$ cat src/rtl/muldiv_unit.sv
// Iterative multiply/divide unit: radix-2 shift-add multiply, restoring divide, one-cycle sign fixup.
// Define MULDIV_FLUSH_EN to add a flush input that aborts the operation in flight.
module muldiv_unit #(
    parameter int XLEN  = 32,
    parameter int CNT_W = $clog2(XLEN) + 1
) (
    input  logic            clk,
    input  logic            rst,
`ifdef MULDIV_FLUSH_EN
    input  logic            flush,
`endif
    input  logic            start,
    input  logic [1:0]      op,
    input  logic [XLEN-1:0] srcA,
    input  logic [XLEN-1:0] srcB,
    output logic            busy,
    output logic            done,
    output logic            div_by_zero,
    output logic [XLEN-1:0] hi,
    output logic [XLEN-1:0] lo
);

    typedef enum logic [1:0] {
        S_IDLE,
        S_MUL,
        S_DIV,
        S_FIX
    } state_e;

    state_e            state_q, state_d;
    logic [CNT_W-1:0]  cnt_q, cnt_d;
    logic [XLEN-1:0]   opnd_q, opnd_d;     // multiplicand or divisor magnitude
    logic [2*XLEN-1:0] acc_q, acc_d;       // product; low half doubles as dividend/quotient shifter
    logic [XLEN:0]     rem_q, rem_d;
    logic              is_mul_q, is_mul_d;
    logic              neg_lo_q, neg_lo_d; // product sign, or quotient sign
    logic              neg_hi_q, neg_hi_d; // remainder sign
    logic              zero_div_q, zero_div_d;
    logic [XLEN-1:0]   hi_q, hi_d;
    logic [XLEN-1:0]   lo_q, lo_d;
    logic              done_q, done_d;
    logic              div_by_zero_q, div_by_zero_d;

    logic flush_w;
`ifdef MULDIV_FLUSH_EN
    assign flush_w = flush;
`else
    assign flush_w = 1'b0;
`endif

    logic            sign_a, sign_b;
    logic [XLEN-1:0] mag_a, mag_b;

    assign sign_a = op[0] & srcA[XLEN-1];
    assign sign_b = op[0] & srcB[XLEN-1];
    assign mag_a  = sign_a ? -srcA : srcA;
    assign mag_b  = sign_b ? -srcB : srcB;

    logic [XLEN:0] mul_sum;
    assign mul_sum = {1'b0, acc_q[2*XLEN-1:XLEN]} + (acc_q[0] ? {1'b0, opnd_q} : '0);

    // Two extra bits keep the trial difference's sign visible without overflow.
    logic [XLEN+1:0] rem_sh, rem_trial;
    assign rem_sh    = {rem_q, acc_q[XLEN-1]};
    assign rem_trial = rem_sh - {2'b00, opnd_q};

    logic last_step;
    assign last_step = (cnt_q == CNT_W'(XLEN - 1));

    always_comb begin
        // NOTE: every next-state signal gets its default first, so no path can infer a latch.
        state_d       = state_q;
        cnt_d         = cnt_q;
        opnd_d        = opnd_q;
        acc_d         = acc_q;
        rem_d         = rem_q;
        is_mul_d      = is_mul_q;
        neg_lo_d      = neg_lo_q;
        neg_hi_d      = neg_hi_q;
        zero_div_d    = zero_div_q;
        hi_d          = hi_q;
        lo_d          = lo_q;
        done_d        = 1'b0;
        div_by_zero_d = div_by_zero_q;

        if (flush_w) begin
            state_d = S_IDLE;
            cnt_d   = '0;
        end else begin
            unique case (state_q)
                S_IDLE: begin
                    if (start) begin
                        cnt_d    = '0;
                        is_mul_d = ~op[1];
                        if (!op[1]) begin
                            opnd_d     = mag_a;
                            acc_d      = {{XLEN{1'b0}}, mag_b};
                            rem_d      = '0;
                            neg_lo_d   = sign_a ^ sign_b;
                            neg_hi_d   = 1'b0;
                            zero_div_d = 1'b0;
                            state_d    = S_MUL;
                        end else if (srcB == '0) begin
                            opnd_d     = '0;
                            acc_d      = {{XLEN{1'b0}}, {XLEN{1'b1}}};
                            rem_d      = {1'b0, srcA};
                            neg_lo_d   = 1'b0;
                            neg_hi_d   = 1'b0;
                            zero_div_d = 1'b1;
                            state_d    = S_FIX;
                        end else begin
                            opnd_d     = mag_b;
                            acc_d      = {{XLEN{1'b0}}, mag_a};
                            rem_d      = '0;
                            neg_lo_d   = sign_a ^ sign_b;
                            neg_hi_d   = sign_a;
                            zero_div_d = 1'b0;
                            state_d    = S_DIV;
                        end
                    end
                end

                S_MUL: begin
                    acc_d = {mul_sum, acc_q[XLEN-1:1]};
                    if (last_step) begin
                        cnt_d   = '0;
                        state_d = S_FIX;
                    end else begin
                        cnt_d = cnt_q + CNT_W'(1);
                    end
                end

                S_DIV: begin
                    rem_d = rem_trial[XLEN+1] ? rem_sh[XLEN:0] : rem_trial[XLEN:0];
                    acc_d = {acc_q[2*XLEN-1:XLEN], acc_q[XLEN-2:0], ~rem_trial[XLEN+1]};
                    if (last_step) begin
                        cnt_d   = '0;
                        state_d = S_FIX;
                    end else begin
                        cnt_d = cnt_q + CNT_W'(1);
                    end
                end

                S_FIX: begin
                    if (is_mul_q) begin
                        {hi_d, lo_d} = neg_lo_q ? -acc_q : acc_q;
                    end else begin
                        lo_d = neg_lo_q ? -acc_q[XLEN-1:0] : acc_q[XLEN-1:0];
                        hi_d = neg_hi_q ? -rem_q[XLEN-1:0] : rem_q[XLEN-1:0];
                    end
                    done_d        = 1'b1;
                    div_by_zero_d = zero_div_q;
                    state_d       = S_IDLE;
                end

                default: state_d = S_IDLE;
            endcase
        end
    end

    // NOTE: sequential state uses non-blocking assignments so every register samples the same pre-edge values.
    always_ff @(posedge clk) begin
        if (rst) begin
            state_q       <= S_IDLE;
            cnt_q         <= '0;
            opnd_q        <= '0;
            acc_q         <= '0;
            rem_q         <= '0;
            is_mul_q      <= 1'b0;
            neg_lo_q      <= 1'b0;
            neg_hi_q      <= 1'b0;
            zero_div_q    <= 1'b0;
            hi_q          <= '0;
            lo_q          <= '0;
            done_q        <= 1'b0;
            div_by_zero_q <= 1'b0;
        end else begin
            state_q       <= state_d;
            cnt_q         <= cnt_d;
            opnd_q        <= opnd_d;
            acc_q         <= acc_d;
            rem_q         <= rem_d;
            is_mul_q      <= is_mul_d;
            neg_lo_q      <= neg_lo_d;
            neg_hi_q      <= neg_hi_d;
            zero_div_q    <= zero_div_d;
            hi_q          <= hi_d;
            lo_q          <= lo_d;
            done_q        <= done_d;
            div_by_zero_q <= div_by_zero_d;
        end
    end

    assign busy        = (state_q != S_IDLE);
    assign done        = done_q;
    assign div_by_zero = div_by_zero_q;
    assign hi          = hi_q;
    assign lo          = lo_q;

endmodule

$ cat config.mk
export PLATFORM = sky130hd
export DESIGN_NAME = muldiv_unit
export DESIGN_NICKNAME = d
export VERILOG_FILES = /design/src/rtl/muldiv_unit.sv
export SDC_FILE = /design/constraint.sdc
export NUM_CORES = 1
export LEC_CHECK = 0
export ABC_AREA = 1
export CAP_MARGIN = 20
export CORE_MARGIN = 3
export CORE_UTILIZATION = 28
export DETAILED_ROUTE_END_ITERATION = 8
export MAX_ROUTING_LAYER = met4
export PLACE_DENSITY = 0.5
export SYNTH_ARGS = -nofsm -noshare
export SYNTH_HDL_FRONTEND = slang
export SYNTH_SLANG_ARGS = --single-unit
$ cat constraint.sdc
create_clock -name clk -period 5.15 [get_ports clk]
set_input_delay 0.7725 -clock clk [delete_from_list [all_inputs] [get_ports clk]]
set_output_delay 0.7725 -clock clk [all_outputs]
set_load 0.03 [all_outputs]
### Yosys cells after proc, flatten, opt, wreduce, memory -nomap -nowiden

Index checks and enable logic that the tools add are counted.

* ROM bits: 0
* latch bits: 0
* memories: 0
* input bits: 69
* memory bits (writable): 0
* flip-flop bits (word level): 207

* equality and inequality tests: 6
* magnitude comparators: 0
* reduce and logical (&&, ||, !) cells: 14
* muxes and demuxes: 34
* bitwise logic cells: 6
* $mul: 0
* add/sub/neg operators: 8
* shift-type cells: 0
* div/mod/pow operators: 0

Operators by type and width (number)
* $mux 32: 13
* $pmux 64 s3: 1
* $mux 64: 2
* $neg 32->32: 4
* $mux 33: 2
* $pmux 33 s2: 1
* $neg 64->64: 1
* $sub 34x32->34: 1
* $add 32x32->33: 1
* $logic_not 32->1: 1
* $mux 6: 2
* $pmux 6 s2: 1
* $reduce_and 2->1: 5
* $mux 1: 8
* $reduce_bool 2->1: 4
* $add 6x1->6 const B: 1
* $eq 6x5->1 const B: 1
* $mux 2: 3
* $pmux 2 s3: 1
* $eq 2x2->1 const B: 2
* $not 1->1: 3
* $reduce_and 3->1: 1
* $reduce_bool 3->1: 1
* $and 1x1->1: 2
* 6 further kinds: 6

### Longest topological paths before layout

* depth after elaboration: 6
* gate-level depth with buffers: 18
* depth with buffers taken out: 18

### Worst setup path before layout

Ideal clock, no wire load.

* path type: reg2reg
* from: reg acc_q[0]
* to: reg acc_q[63]
* setup time: 0.070 ns
* path slack: 2.776 ns
* arrival time: 2.304 ns
* path buffers: 2
* cell stages (with the launch flop): 17
* path through: dfxtp_1 buf_2 clkbuf_1 nand2_1 inv_1 ha_1 fa_1 nand2_1 a21oi_1 a21oi_1 o21ai_0 nand3_1 nand2_1 nand2_1 nand2_1 nand2_1 a21oi_1

* cells in the longest elaborated chain, start to end: 3

RTL lines
* from (decl): RTL line 33 `logic [2*XLEN-1:0] acc_q, acc_d;`
* from (signal assigned): RTL line 167 `acc_q <= '0;`
* from (signal assigned): RTL line 181 `acc_q <= acc_d;`
* $mux 32: RTL line 60 `assign mul_sum = {1'b0, acc_q[2*XLEN-1:XLEN]} + (acc_q[0] ? {1'b0, opnd_q} : '0);`
* $add 32x32->33: RTL line 60
* $pmux 64 s3: RTL line 90 `unique case (state_q)`

No other way between the ends.
A chain may end at the register's enable or synchronous reset.

### Worst setup path in the final report

* from: reg state_q[0]
* to: reg acc_q[9]

* cells in the longest elaborated chain, start to end: 3

RTL lines
* from (decl): RTL line 30 `state_e state_q, state_d;`
* from (signal assigned): RTL line 178 `state_q <= state_d;`
* $eq 2x2->1, or another cell as far along: RTL line 90
* $reduce_bool 3->1 (no source line) or $ne 2x2->1 (tied branches)
* $reduce_and 2->1 (no source line)

Several ways; a longest one is shown, not always the timed one.

==> results.py <==
metrics = {
    "outcome": {
        "status": "finished, final reports clean",
    },
    "worst_setup_path": {
        "worstPathMaxFanout": 27,
        "end_kind": "register",
        "cpMaxStageDelayCell": "a221oi_1",
        "cp.depth": 6,
        "cp.arrival_ps": 3650,
        "r2r_setup_slack_ps": 1920,
        "worstSetupPathType": "register to register",
        "critPathRequiredTime_ps": 5570,
        "reg2reg_to": "acc_q[9]",
        "start_kind": "register",
        "crit_chain": "inv_1 -> ha_1 -> nand2_1 -> clkinv_1 -> a221oi_1 -> a21oi_1",
        "cpPeakStageDelay_ps": 820,
        "reg2reg_depth": 6,
        "crit_buf_inv": 2,
        "worstSetupEndpoint": "acc_q[9]",
        "startpoint": "state_q[0]",
        "path_delay_family": "compound AO/OA/AOI/OAI gates",
        "reg2reg_from": "state_q[0]",
    },
    "yosys": {
        "synth_fp_nets": 3475,
        "synthMuxAreaShare_pct": 0,
        "synthXorXnorAreaFrac_pct": 4.31,
        "syn_inst": 3331,
        "syn-cell-area_mm2": 0.0193,
        "synth_top_family_by_area": "simple AND/OR/NAND/NOR gates",
        "synth-edff-count": 0,
        "postSynth.asyncResetShare_pct": 0,
        "ys.warnings.count": 0,
        "ys.flop_type": "dfxtp_1",
        "ys_seq_area_share_pct": 21.4,
        "synth_cell_types": 52,
        "yosys.area_share.adder_pct": 4.93,
        "postSynthAreaPerCell_um2": 5.80,
        "yosys_register_bits": 207,
        "synth-simple-area-share_pct": 36.1,
        "synth_compound_area_share_pct": 21.0,
    },
    "cells_and_area": {
        "final_common_cell": "nand2_1",
        "layout_common_cells": "nand2_1, inv_1, nor2_1",
        "area_delta_synth_final_pct": 15.3,
        "multiInputGateArea_mm2": 0.0129,
        "post_route_cells_drive_above_1_share_pct": 4.78,
        "fillers": 7768,
        "utilization_pct": 32.9,
        "seqCellArea_mm2": 0.00415,
        "final_nets": 3535,
    },
    "placed_design": {
        "io_buffer_count": 135,
        "dp_hpwl_mm": 71.7,
        "place_congestion": 1.02,
    },
    "clock_tree": {
        "cts_resized": 0,
        "insertion_delay_ps": 580,
        "cts_tree": "built",
        "clkSinkCount": 207,
        "cts_inserted_buffers": 27,
        "htree_levels": 1,
        "clk_path_buf_depth": 3,
        "post_cts_buffers": 0,
        "cts_root_buf": "clkbuf_16",
        "cts_hold_buf": 0,
        "clk_pin_slew_ps": 60,
    },
    "global_route": {
        "antenna_found_initial": 2,
        "globalRouteOverflowTotal": 0,
        "grt_pass1_vias": 20300,
        "grt_max_degree": 96,
        "grt_usage_pct": 24.3,
        "grt_first_pass_wirelength_mm": 129,
    },
    "timing": {
        "setup-violations-final": 0,
        "maxSlewHeadroom_pct": 30.3,
        "fin_hold_ws_ps": 476,
        "hold_violations": 0,
        "fin_crit_ps": 3230,
        "fin_tns_setup_ps": 0,
        "skew_ps": 26.3,
        "fin_crit_sh_pct": 62.7,
        "report.final.slew_viol_count": 0,
        "max_freq_mhz": 310,
        "tightest_slew_ps": 1050,
        "rsz0062_at_grt": "no",
    },
    "route": {
        "vias": 22300,
        "ant_nets": 0,
        "wl_per_cell_um": 20.6,
        "dr.pass1.iters": 6,
        "drtIter0Drc": 2130,
        "wl_mm": 88.5,
        "via_per_inst": 5.19,
        "drcViolationCount": 0,
    },
    "pwr": {
        "leakagePower_nw": 10.4,
        "p_per_area_mw_per_mm2": 574,
        "ir_drop_mv": 0.276,
    },
    "floorplanning": {
        "core_mm2": 0.0678,
        "rows": 95,
        "start_util_pct": 28.5,
        "die_x_um": 269,
        "ioPinCount": 136,
        "die_y_um": 269,
        "dieArea_mm2": 0.0722,
    },
    "min_path": {
        "hp-class": "register to register",
        "hp-start": "lo[25]",
    },
    "run": {
        "maxCapViolCount": 0,
    },
}
-- flip-flops by register name, indices dropped and copies added, names as in the netlist --
| name | flops |
|---|---|
| is_mul_q | 1 |
| state_q | 2 |
| lo | 32 |
| div_by_zero | 1 |
| neg_hi_q | 1 |
| rem_q | 33 |
| hi | 32 |
| cnt_q | 6 |
| zero_div_q | 1 |
| opnd_q | 32 |
| done | 1 |
| acc_q | 64 |
| neg_lo_q | 1 |
-- Yosys cell counts, drive strengths merged, types with 9 or more instances --
master / instances / area (um2)
nand3: 292 / 1540
nor3: 39 / 228
a21oi: 336 / 1750
inv: 470 / 1760
buf: 42 / 255
clkbuf: 81 / 304
o221ai: 11 / 96.3
a31oi: 16 / 100
ha: 73 / 913
nand4: 49 / 307
o21ai: 280 / 1410
nand2: 833 / 3190
or2: 9 / 56.3
dfxtp: 207 / 4140
nor2: 380 / 1510
a221oi: 26 / 228
xor2: 88 / 771
o211ai: 28 / 210
-- kinds of logic (layout without fill, tap and decap cells) --
group	after synthesis	after routing
AOI/OAI and AO/OA	733	733
buffers and inverters	599	679
adders and majority gates	75	75
other	0	2
xor gates and xnor gates	95	95
DFF	207	207
and+or+nand+nor	1622	1622
-- cell type report --
| class | count | area share, % |
|---|---|---|
| Clock inverter | 10 | 0.511 |
| Sequential cell | 207 | 18.6 |
| Timing Repair Buffer | 154 | 6.68 |
| Antenna cell | 2 | 0.0225 |
| Multi-Input combinational cell | 2525 | 57.7 |
| Inverter | 476 | 8.03 |
| Tap cell | 873 | 4.90 |
| Clock buffer | 39 | 3.59 |
-- layer usage --
metal	vias up	global-route usage [%]	part of all wire, %
met1	10300	34.7	47
met2	859	36.0	42
li1	11000	-	-
met3	117	3.12	7.7
met4	0	6.39	2.8
met5	-	-	0
-- worst min-delay path, stage by stage (launching register included) --
cell and delay, ps:
dfxtp_1 320, o211ai_1 80, inv_1 50
-- worst min path at each step --
| stage | endpoint | slack (ps) | cells after the start |
|---|---|---|---|
| finish | lo[25] | 480 | 2 |
| global route | div_by_zero | 500 | 2 |
| CTS | div_by_zero | 470 | 2 |
| detailed placement | lo[25] | 470 | 2 |
| global placement | lo[25] | 460 | 2 |
| floorplan | div_by_zero | 450 | 2 |
-- where the power goes --
group | switching (mW) | total [mW] | internal [mW]
sequential | 0.673 | 2.65 | 1.97
combinational | 5.74 | 8.17 | 2.43
clock | 0.814 | 1.99 | 1.18
total | 7.22 | 12.8 | 5.58
-- per-stage QoR --
stage	cells	instance area [um2]	total power [mW]	setup WS, ps
CTS	4284	22300	12.7	2010
floorplan	3331	19300	8.01	2780
global route	4286	22300	13.8	1820
global placement	4235	21400	10.7	1600
finish	4286	22300	12.8	1920
detailed placement	4235	21400	10.7	1580
(Power assumes the default switching activity.)
